### src/rtl/uart_cmd_pkg.sv
// Shared opcode/response bytes and FSM state encoding for the UART command sequencer.
// Pure declarations: no latency, no flow control.
package uart_cmd_pkg;

    localparam logic [7:0] OP_WRITE = 8'h57;
    localparam logic [7:0] OP_READ  = 8'h52;
    localparam logic [7:0] RSP_OK   = 8'h4B;
    localparam logic [7:0] RSP_ERR  = 8'h3F;

    typedef enum logic [2:0] {
        ST_IDLE     = 3'd0,
        ST_GET_ADDR = 3'd1,
        ST_GET_DATA = 3'd2,
        ST_MEM_REQ  = 3'd3,
        ST_MEM_WAIT = 3'd4,
        ST_TX_SEND  = 3'd5,
        ST_TX_WAIT  = 3'd6
    } state_t;

endpackage

### src/rtl/uart_cmd_timeout.sv
// Inter-byte watchdog: counts enabled cycles since the last clear, o_expired combinational at the limit.
// Counter saturates at the limit; clear has priority over enable.
module uart_cmd_timeout #(
    parameter int TIMEOUT_CYCLES = 1_200_000
) (
    input  logic clk,
    input  logic reset,
    input  logic i_clear,
    input  logic i_enable,
    output logic o_expired
);

    localparam int CNT_W = $clog2(TIMEOUT_CYCLES + 1);

    logic [CNT_W-1:0] r_cnt;
    logic             w_expired;

    assign w_expired = (r_cnt == CNT_W'(TIMEOUT_CYCLES));
    assign o_expired = w_expired;

    always_ff @(posedge clk or posedge reset) begin
        if (reset) begin
            r_cnt <= '0;
        end else if (i_clear) begin
            r_cnt <= '0;
        end else if (i_enable && !w_expired) begin
            r_cnt <= r_cnt + 1'b1;
        end
    end

endmodule

### src/rtl/uart_cmd_ctrl.sv
// Host command sequencer: UART bytes -> one SRAM access -> one reply byte; mem_req one cycle after last byte.
// Stalls on mem_ready, mem_rvalid and tx_ready; stray rx bytes while busy are dropped with cmd_err.
module uart_cmd_ctrl
    import uart_cmd_pkg::*;
#(
    parameter int ADDR_W         = 19,
    parameter int ADDR_BYTES     = 3,
    parameter int TIMEOUT_CYCLES = 1_200_000
) (
    input  logic              clk,
    input  logic              reset,
    input  logic              rx_done_tick,
    input  logic [7:0]        r_data,
    input  logic              tx_ready,
    input  logic              tx_done_tick,
    output logic              tx_start,
    output logic [7:0]        w_data,
    output logic              mem_req,
    output logic              mem_rw,
    output logic [ADDR_W-1:0] mem_addr,
    output logic [7:0]        mem_wdata,
    input  logic              mem_ready,
    input  logic              mem_rvalid,
    input  logic [7:0]        mem_rdata,
    output logic              busy,
    output logic              cmd_err
);

    localparam int SR_W  = 8 * ADDR_BYTES;
    localparam int CNT_W = $clog2(ADDR_BYTES + 1);

    state_t           r_state, w_state_nxt;
    logic [SR_W-1:0]  r_addr_sr, w_addr_nxt;
    logic [CNT_W-1:0] r_byte_cnt, w_cnt_nxt;
    logic             r_is_read, w_is_read_nxt;
    logic [7:0]       r_mem_wdata, w_wdata_nxt;
    logic [7:0]       r_tx_data, w_tx_nxt;
    logic             w_err;
    logic             w_tmr_clear;
    logic             w_tmr_en;
    logic             w_expired;

    uart_cmd_timeout #(
        .TIMEOUT_CYCLES(TIMEOUT_CYCLES)
    ) u_timeout (
        .clk       (clk),
        .reset     (reset),
        .i_clear   (w_tmr_clear),
        .i_enable  (w_tmr_en),
        .o_expired (w_expired)
    );

    always_ff @(posedge clk or posedge reset) begin
        if (reset) begin
            r_state     <= ST_IDLE;
            r_addr_sr   <= '0;
            r_byte_cnt  <= '0;
            r_is_read   <= 1'b0;
            r_mem_wdata <= '0;
            r_tx_data   <= '0;
        end else begin
            r_state     <= w_state_nxt;
            r_addr_sr   <= w_addr_nxt;
            r_byte_cnt  <= w_cnt_nxt;
            r_is_read   <= w_is_read_nxt;
            r_mem_wdata <= w_wdata_nxt;
            r_tx_data   <= w_tx_nxt;
        end
    end

    always_comb begin
        w_state_nxt   = r_state;
        w_addr_nxt    = r_addr_sr;
        w_cnt_nxt     = r_byte_cnt;
        w_is_read_nxt = r_is_read;
        w_wdata_nxt   = r_mem_wdata;
        w_tx_nxt      = r_tx_data;
        w_err         = 1'b0;
        w_tmr_clear   = 1'b1;
        w_tmr_en      = 1'b0;
        case (r_state)
            ST_IDLE: begin
                if (rx_done_tick) begin
                    if (r_data == OP_WRITE || r_data == OP_READ) begin
                        w_is_read_nxt = (r_data == OP_READ);
                        w_cnt_nxt     = '0;
                        w_state_nxt   = ST_GET_ADDR;
                    end else begin
                        w_tx_nxt    = RSP_ERR;
                        w_err       = 1'b1;
                        w_state_nxt = ST_TX_SEND;
                    end
                end
            end
            // Expiry is checked before the rx strobe so a coincident byte is dropped.
            ST_GET_ADDR: begin
                w_tmr_clear = 1'b0;
                w_tmr_en    = 1'b1;
                if (w_expired) begin
                    w_err       = 1'b1;
                    w_state_nxt = ST_IDLE;
                end else if (rx_done_tick) begin
                    w_tmr_clear = 1'b1;
                    w_addr_nxt  = SR_W'({r_addr_sr, r_data});
                    w_cnt_nxt   = r_byte_cnt + 1'b1;
                    if (r_byte_cnt == CNT_W'(ADDR_BYTES - 1)) begin
                        w_state_nxt = r_is_read ? ST_MEM_REQ : ST_GET_DATA;
                    end
                end
            end
            ST_GET_DATA: begin
                w_tmr_clear = 1'b0;
                w_tmr_en    = 1'b1;
                if (w_expired) begin
                    w_err       = 1'b1;
                    w_state_nxt = ST_IDLE;
                end else if (rx_done_tick) begin
                    w_tmr_clear = 1'b1;
                    w_wdata_nxt = r_data;
                    w_state_nxt = ST_MEM_REQ;
                end
            end
            ST_MEM_REQ: begin
                w_err = rx_done_tick;
                if (mem_ready) begin
                    if (r_is_read) begin
                        w_state_nxt = ST_MEM_WAIT;
                    end else begin
                        w_tx_nxt    = RSP_OK;
                        w_state_nxt = ST_TX_SEND;
                    end
                end
            end
            ST_MEM_WAIT: begin
                w_err = rx_done_tick;
                if (mem_rvalid) begin
                    w_tx_nxt    = mem_rdata;
                    w_state_nxt = ST_TX_SEND;
                end
            end
            ST_TX_SEND: begin
                w_err = rx_done_tick;
                if (tx_ready) begin
                    w_state_nxt = ST_TX_WAIT;
                end
            end
            ST_TX_WAIT: begin
                w_err = rx_done_tick;
                if (tx_done_tick) begin
                    w_state_nxt = ST_IDLE;
                end
            end
            default: begin
                w_state_nxt = ST_IDLE;
            end
        endcase
    end

    assign tx_start  = (r_state == ST_TX_SEND) && tx_ready;
    assign w_data    = r_tx_data;
    assign mem_req   = (r_state == ST_MEM_REQ);
    assign mem_rw    = r_is_read;
    assign mem_addr  = r_addr_sr[ADDR_W-1:0];
    assign mem_wdata = r_mem_wdata;
    assign busy      = (r_state != ST_IDLE);
    assign cmd_err   = w_err;

endmodule

### config.mk
export PLATFORM = sky130hd
export DESIGN_NAME = uart_cmd_ctrl
export DESIGN_NICKNAME = d
export VERILOG_FILES = /design/src/rtl/uart_cmd_pkg.sv /design/src/rtl/uart_cmd_timeout.sv /design/src/rtl/uart_cmd_ctrl.sv
export SDC_FILE = /design/constraint.sdc
export NUM_CORES = 1
export LEC_CHECK = 0
export BUFFER_PORTS_ARGS = -buffer_cell sky130_fd_sc_hd__buf_2
export CAP_MARGIN = 20
export CORE_MARGIN = 8
export CORE_UTILIZATION = 39
export CTS_BUF_LIST = sky130_fd_sc_hd__clkbuf_8
export CTS_CLUSTER_SIZE = 10
export DETAILED_ROUTE_END_ITERATION = 10
export PLACE_DENSITY_LB_ADDON = 0.25
export SLEW_MARGIN = 20
export SYNTH_ARGS = -nofsm -noshare
export SYNTH_HDL_FRONTEND = slang
export SYNTH_SLANG_ARGS = --single-unit
### constraint.sdc
create_clock -name clk -period 2.4 [get_ports clk]
set_input_delay 0.36 -clock clk [delete_from_list [all_inputs] [get_ports clk]]
set_output_delay 0.36 -clock clk [all_outputs]
set_load 0.03 [all_outputs]
==> Word-level counts from Yosys, hierarchy flattened <==
Index checks and enable logic that the tools add are counted.
{ "word_totals": {"reg_bits": 62, "in_bits": 23, "output_inout_bits": 40, "wordCells": 85} }
{ "classes": {"addsub": 2, "eq_ne": 23, "muxes": 35, "bitwise_logic": 1, "n_reduce_logical": 17} }
{ "op_table": {"columns": ["cell", "n"], "rows": [
  ["21-bit two-way mux", 2],
  ["8-bit two-way mux", 5],
  ["3-bit two-way mux", 11],
  ["8-bit case mux with 3 select lines", 1],
  ["21-bit by 1-bit adder with 21-bit output, second input constant", 1],
  ["21-bit == test, second input constant", 1],
  ["3-bit case mux with 7 select lines", 1],
  ["2-bit inequality test, second input constant", 9],
  ["8-bit by 7-bit == test with 1-bit output, second input constant", 2],
  ["3-bit == test, second input constant", 3],
  ["1-bit two-way mux", 9],
  ["3-bit by 2-bit inequality test with 1-bit output, second input constant", 3],
  ["3-bit AND reduction", 3],
  ["2-bit two-way mux", 4],
  ["8-bit AND reduction", 1],
  ["3-bit by 2-bit == test with 1-bit output, second input constant", 2],
  ["6-bit AND reduction", 1],
  ["3-bit nonzero test", 2],
  ["5-bit AND reduction", 1],
  ["2-bit case mux with 2 select lines", 1],
  ["2-bit nonzero test", 2],
  ["4-bit OR reduction", 1],
  ["3-bit by 1-bit == test with 1-bit output, second input constant", 1],
  ["3-bit logical NOT", 1],
  ["9 further kinds", 10]
]} }

==> Longest topological paths before layout <==
Gate-level depths: netlist (run 1).
{ "depth": {"depth_word": 6, "ltp_mapped": 9, "ltp_nobuf": 7} }

==> Hierarchy <==
From an unflattened synthesis (run 1), not the netlist that was laid out.
{ "hier_totals": {"cells_unflattened": 286, "hier_area_um2": 3110.5} }
{ "by_module_without_submodules": {"columns": ["module", "n_inst", "cells_per_inst", "area_each_um2"], "rows": [
  ["uart_cmd_ctrl", 1, 166, 1971.9],
  ["uart_cmd_timeout", 1, 120, 1138.6]
]} }

==> Least setup slack after synthesis (run 1) <==
Ideal clock, no wire load.
{ "synth_path": {"kind": "reg2reg", "startpoint": "register u_timeout.r_cnt[5]", "endpoint": "register r_addr_sr[10]", "setup_ns": 0.125, "arrival_ns": 2.072, "t_required_ns": 2.275, "path_slack_ns": 0.203, "stages_incl_launch_ff": 8, "path_buffers": 2, "period_less_slack_ns": 2.197, "cell_sequence": "dfrtp_1 or4_1 or3_1 buf_6 nor2_8 or4_4 buf_12 mux2_4"} }
{ "synth_via": {"elab_chain_len": 3} }
{ "synth_lines": {"columns": ["element", "line", "rtl"], "rows": [
  ["start, declared", "uart_cmd_timeout.sv:15", "logic [CNT_W-1:0] r_cnt;"],
  ["start signal, assigned", "uart_cmd_timeout.sv:27", "r_cnt <= r_cnt + 1'b1;"],
  ["21-bit == test", "uart_cmd_timeout.sv:18", "assign w_expired = (r_cnt == CNT_W'(TIMEOUT_CYCLES));"],
  ["1-bit NOT (no line)", null, null],
  ["3-bit AND reduction (no line)", null, null],
  ["end signal, assigned", "uart_cmd_ctrl.sv:63", "r_addr_sr <= w_addr_nxt;"],
  ["end, declared", "uart_cmd_ctrl.sv:33", "logic [SR_W-1:0] r_addr_sr, w_addr_nxt;"]
]} }
No other way between the ends.
A chain may end at the register's enable or synchronous reset.

==> Worst setup path in the final report (run 1) <==
{ "layout_path": {"startpoint": "register r_state[0]", "endpoint": "output port cmd_err"} }
{ "layout_via": {"elab_chain_len": 3} }
{ "layout_lines": {"columns": ["element", "line", "rtl"], "rows": [
  ["start, declared", "uart_cmd_ctrl.sv:32", "state_t r_state, w_state_nxt;"],
  ["start signal, assigned", "uart_cmd_ctrl.sv:62", "r_state <= w_state_nxt;"],
  ["3-bit by 2-bit == test with 1-bit output, or another cell as far along", "uart_cmd_ctrl.sv:81", "case (r_state)"],
  ["4-bit OR reduction (no line) / 2-bit OR reduction (equally long branches)", null, null],
  ["1-bit case mux with 3 select lines *", "uart_cmd_ctrl.sv:81", null],
  ["end, declared", "uart_cmd_ctrl.sv:26", "output logic cmd_err"]
]} }
Every way passes the cells marked *; elsewhere a longest branch is shown, timed or not.

==> flow_summary.ini, run 1 <==
[yosys]
yosys.area.top_type = dfrtp_1
synth-edff-count = 0
synth_mux_area_share_pct = 12.6
ys_types = 57
synth_common_cells = dfrtp_1 (62), mux2_4 (27), nor2_1 (27), nand2_1 (23)
synth-seq-cells = 62
synth_xor_area_share_pct = 3.54
syn_nets = 320
synthCells = 294
synthAdderAreaFrac_pct = 1.17
yosysMostFrequentCell = dfrtp_1
async_reset_ff_share_pct = 100
synth_compound_area_share_pct = 14.0
yosysSeqAreaShare_pct = 48.2
synthSimpleGateAreaFrac_pct = 16.4
synth_warnings = 0
synthTopCellsByArea = dfrtp_1 (48%), mux2_4 (13%), nor2_1 (3.1%), nand2_1 (2.7%), xnor2_1 (2.2%)
synth_top_family_by_area = simple AND/OR/NAND/NOR gates
synth_top_area_share_pct = 48.2
synth_ff_type = dfrtp_1
syn_area_um2 = 3220
avgSynthCellArea_um2 = 11.0

[cts]
htree_levels = 3
cts_resized = 0
cts_buffers = 9
clkSinkCount = 62
clkLatencyLatePin_ps = 360
cts_tree = built
cts_buffer_depth = 2
cts_root_buf = clkbuf_8
postCtsHoldBufs = 0
clkTransAtPathRegs_ps = 70
postCtsSetupBuffers = 0

[route]
viasPerCell = 5.06
drc_errors = 0
dr.pass1.iters = 4
vias = 2455
drt-total-wl_um = 7630
wl_per_cell_um = 15.7
ant_nets = 0
drtIter0Drc = 68

[sta]
fmax_mhz = 424
hold_violations = 0
setup-violations-final = 0
worstMarginPinSlew_ps = 862
post-route-period-util_pct = 98.3
min_period_ps = 2360
drv_slew = 0
slew_headroom_pct = 42.1
skew_ps = 14.1
grt_setup_unrepaired = yes
setup_tns_ps = 0

[cells_and_area]
synthToLayoutAreaGrowth_pct = 23.0
stdcell_area_um2 = 3960
drive_gt1_share_pct = 35.3
antenna-diode-count = 0
fillers = 756
finalNetCount = 401

[floorplan]
die_w_um = 107
start_util_pct = 39.8
row_count = 33
core_area_um2 = 8090
io_pins = 63
die_height_um = 107
die_area_um2 = 11400

[place]
routabilityCongestion = 0.789
port_buffers = 62
dp_hpwl_um = 5420
placed_cell_area_um2 = 3740

[power]
ir_worst_vdd_uv = 386
p_leak_nw = 1.88
p_per_area_nw_per_um2 = 1210

[global_routing]
track_usage_pct = 13.6
grt_pass1_wl_um = 12500
antenna_found_initial = 0
grt_pass1_vias = 2479
gr-total-overflow = 0
grt_start_max_net_pins = 42

[worst_setup_path]
required_ps = 2040
cp-startpoint = r_state[0]$_DFFE_PP0P_
path_class = reg -> out
r2r_slack_ps = 60
r2r_start = u_timeout.r_cnt[13]$_DFFE_PP0P_
cp_max_fo = 12
start_kind = register
arrival_ps = 2000
r2r-end = u_timeout.r_cnt[2]$_DFFE_PP0P_
r2r_cells = 6
crit_path_end_kind = output port

[flow_run]
cap_violations = 0

[hold_path]
hold_path.class = in -> async

[outcome]
status = finished, final reports clean
state kept, by name, indices dropped and copies added, names as in the netlist:
name             count
u_timeout.r_cnt     21
r_addr_sr           19
mem_wdata            8
w_data               8
r_state              3
r_byte_cnt           2
mem_rw               1
metal layers:
| layer | vias up | share of wire, % | routed length, µm | GRT usage (%) |
|---|---|---|---|---|
| met1 | 1172 | 47 | 3550 | 17.6 |
| met4 | 0 | 1.0 | 80 | 4.32 |
| met5 | - | 0 | 0 | 0 |
| met3 | 10 | 6.3 | 483 | 4.32 |
| met2 | 58 | 46 | 3510 | 21.3 |
| li1 | 1215 | - | - | - |
worst max-delay path by stage:
stage	slack, ps	endpoint	cells past startpoint
global route	-70	cmd_err	5
detailed placement	50	r_addr_sr[2]$_DFFE_PP0P_	5
floorplan	200	r_addr_sr[10]$_DFFE_PP0P_	7
finish	40	cmd_err	5
CTS	30	r_addr_sr[3]$_DFFE_PP0P_	5
global placement	60	r_addr_sr[13]$_DFFE_PP0P_	5
layout make-up:
| type | instances | area (µm²) | share of cell area (%) |
|---|---|---|---|
| flip-flops and latches | 62 | 1550 | 39.2 |
| multi-input cells | 209 | 1550 | 39.1 |
| repair buffers | 81 | 478 | 12.1 |
| well taps | 105 | 131 | 3.32 |
| clock buffers | 9 | 124 | 3.13 |
| clock inverters | 7 | 82.6 | 2.08 |
| inverters | 12 | 45.0 | 1.14 |
cells by family after synthesis:
logic type,after synthesis
AND/OR/NAND/NOR,99
buffers and inverters,24
XOR/XNOR,13
AO/OA/AOI/OAI,66
multiplexers,27
adder cells (fa/ha/maj),3
flip-flops,62
layout by cell type (no fill, tap or decap), types with 4 or more instances in the layout:
master	netlist	layout
buf_2	1	62
dfrtp_1	62	62
nor2_1	27	27
mux2_4	27	27
nand2_1	23	23
buf_4	0	17
a21oi_1	13	13
o21ai_1	13	13
o21ai_0	13	13
inv_1	12	11
nand3_1	10	10
clkbuf_8	0	9
xnor2_1	8	8
nor3_1	7	7
xor2_1	5	5
or3_1	4	4
o22ai_1	4	4
power breakdown:
| group | internal [W] | leakage [nW] | total [W] | switching, W |
|---|---|---|---|---|
| Clock | 0.000493 | 0.0980 | 0.000957 | 0.000464 |
| Sequential | 0.00137 | 0.796 | 0.00163 | 0.000261 |
| Combinational | 0.000888 | 0.984 | 0.00222 | 0.00133 |
worst max-delay path, cell delays in order (launching register included):
cell and delay, ps:
dfrtp_1 510, buf_4 230, a311oi_1 440, o31ai_1 170, nand2_1 110, buf_2 200
through the flow:
step                      hold slack, ps  worst slack (ps)  total power, W  instances  utilization, %
after floorplan                      468               203         0.00323        294               -
after global placement               438              63.0         0.00382        468            46.3
after detailed placement             440              52.9         0.00387        468            46.3
after CTS                           60.3              32.1         0.00484        484            48.8
after global routing                88.1             -74.6         0.00510        485            48.9
final                               47.6              41.4         0.00481        485            48.9
Power figures use the tool's default switching activity.
==> run 2, diff against run 1 <==
--- a/config.mk
+++ b/config.mk
@@ -9,11 +9,12 @@
 export CAP_MARGIN = 20
 export CORE_MARGIN = 8
 export CORE_UTILIZATION = 39
-export CTS_BUF_LIST = sky130_fd_sc_hd__clkbuf_8
+export CTS_BUF_LIST = sky130_fd_sc_hd__clkbuf_4 sky130_fd_sc_hd__clkbuf_8
 export CTS_CLUSTER_SIZE = 10
 export DETAILED_ROUTE_END_ITERATION = 10
 export PLACE_DENSITY_LB_ADDON = 0.25
-export SLEW_MARGIN = 20
+export REMOVE_ABC_BUFFERS = 1
+export SLEW_MARGIN = 0
 export SYNTH_ARGS = -nofsm -noshare
 export SYNTH_HDL_FRONTEND = slang
 export SYNTH_SLANG_ARGS = --single-unit
==> run 2 against run 1 <==
  * Combinational power fell by 4%
  * Sequential cell count did not move
  * Via count fell by 0.77%
  * First-iteration DRC count rose by 8.8%
  * Non-clock buffer count did not move
  * Critical path type is now reg -> reg
  * Sequential power barely moved
  * Clock power fell by 4.1%
  * Global-route usage fell by 0.094 points
==> flow_summary.ini, run 2 (synthesized netlist as in run 1, its figures left out) <==
[outcome]
status = finished, final reports clean

[global_routing]
met2_usage_pct = 20.9
track_usage_pct = 13.5
grt_pass1_wl_um = 12600
grt_start_max_net_pins = 63
grtUsageMet3_pct = 4.26
antenna_found_initial = 0
grtUsageMet1_pct = 17.6
grt_most_used_layer = met2
gr-total-overflow = 0
grt_pass1_vias = 2517

[route]
drtIter0Drc = 74
drt-total-wl_um = 7370
vias = 2436
drc_errors = 0
viasPerCell = 5.03
dr.pass1.iters = 5
wl_per_cell_um = 15.2
ant_nets = 0

[place]
port_buffers = 62
dp_hpwl_um = 5360
routabilityCongestion = 0.771

[hold_path]
hold_path.class = in -> async

[cts]
clkSinkCount = 62
cts_root_buf = clkbuf_8
htree_levels = 3
cts_buffers = 9
postCtsSetupBuffers = 0
clkTransAtPathRegs_ps = 70
cts_buffer_depth = 2
cts_tree = built
clkLatencyLatePin_ps = 340
postCtsHoldBufs = 0

[power]
p_per_area_nw_per_um2 = 1190
switching_power_w = 0.00200
pwr-share-comb_pct = 45.5
total_power_w = 0.00471
power_frac_seq_pct = 35.0
ir_worst_vdd_uv = 338
clkPwrFrac_pct = 19.5
switching_share_pct = 42.5
p_leak_nw = 1.88
internal_power_w = 0.00271

[floorplan]
row_count = 33
die_w_um = 107
core_area_um2 = 8090
io_pins = 63
die_area_um2 = 11400
start_util_pct = 39.8
die_height_um = 107

[sta]
setup-violations-final = 0
skew_ps = 12.4
slew_headroom_pct = 65.3
worstMarginPinSlew_ps = 520
fmax_mhz = 435
hold_ws_ps = 75.5
min_period_ps = 2300
grt_setup_unrepaired = yes
drv_slew = 0
post-route-period-util_pct = 95.9
hold_violations = 0

[cells_and_area]
synthToLayoutAreaGrowth_pct = 22.8
regMostFlops = u_timeout.r_cnt
drive_gt1_share_pct = 36.7
mostFrequentLayoutCell = buf_2
final_cell_mix = buf_2 (62), dfrtp_1 (61), nor2_1 (27), mux2_4 (27), nand2_1 (23)
largest_register_ff_count = 21
antenna-diode-count = 0
reg_top3 = u_timeout.r_cnt x21, r_addr_sr x19
finalNetCount = 400

[worst_setup_path]
crit_path_end_kind = register
cp-startpoint = u_timeout.r_cnt[13]$_DFFE_PP0P_
required_ps = 2620
r2r_start = u_timeout.r_cnt[13]$_DFFE_PP0P_
cp_max_fo = 20
arrival_ps = 2520
start_kind = register
path_class = reg -> reg

[flow_run]
cap_violations = 0
run 2: changes by cell type in the layout (fill, tap and decap cells not counted), sizes merged:
cell | before | now
clkinv | 2 | 4
inv | 14 | 13
clkinvlp | 2 | 1
or4 | 3 | 2
run 2: power by group through the flow:
stage	Clock, W	Combinational, W	Sequential (W)
after global placement	0	0.00212	0.00166
final	0.000918	0.00214	0.00165
after global routing	0.000995	0.00234	0.00171
after detailed placement	0	0.00216	0.00167
after CTS	0.000940	0.00217	0.00165
after floorplan	0	0.000990	0.00218
run 2: per-stage QoR:
step / instances / area, µm² / setup WS, ps / util (%) / TNS (ps)
2_1_floorplan: 282 / 3130 / 24.0 / - / 0
3_3_place_gp: 468 / 3730 / 33.4 / 46.1 / 0
3_5_place_dp: 468 / 3730 / -3.19 / 46.1 / -7.71
4_1_cts: 484 / 3930 / 95.4 / 48.6 / 0
5_1_grt: 484 / 3960 / -6.44 / 48.9 / -6.44
6_report: 484 / 3960 / 99.5 / 48.9 / 0
run 2: layout make-up:
class | instances | area, µm²
clock buffer | 9 | 124
clock inverter | 7 | 73.8
fill | 770 | 4140
inverter | 12 | 45.0
multi-input combinational | 208 | 1560
sequential | 62 | 1550
tap | 105 | 131
timing repair buffer | 81 | 465
run 2: routing by layer:
metal | wire, µm | share of wire, %
met1 | 3490 | 47
met2 | 3360 | 46
met3 | 427 | 5.8
met4 | 101 | 1.4
met5 | 0 | 0
run 2: path summary, 6_finish.rpt:
path,endpoint,slack [ps],depth (start not counted)
min in group clk,w_data[7]$_DFFE_PP0P_,240,3
max in group asynchronous,r_state[0]$_DFFE_PP0P_,2040,3
setup / recovery,r_addr_sr[3]$_DFFE_PP0P_,100,5
hold reg to reg,w_data[7]$_DFFE_PP0P_,480,2
setup reg to reg,r_addr_sr[3]$_DFFE_PP0P_,100,5
hold / removal,mem_wdata[1]$_DFFE_PP0P_,80,3
run 2: repair_timing:
item / in CTS / in global routing
pin swaps: 0 / 0
resized for setup: 1 / 5
setup endpoints to repair: 10 / 9
run 2: worst max-delay path, cell delays in order (launching register included):
cell and delay [ps]:
dfrtp_1 390, or4_1 560, or3_4 420, nor2_8 100
or4_4 360, mux2_4 340
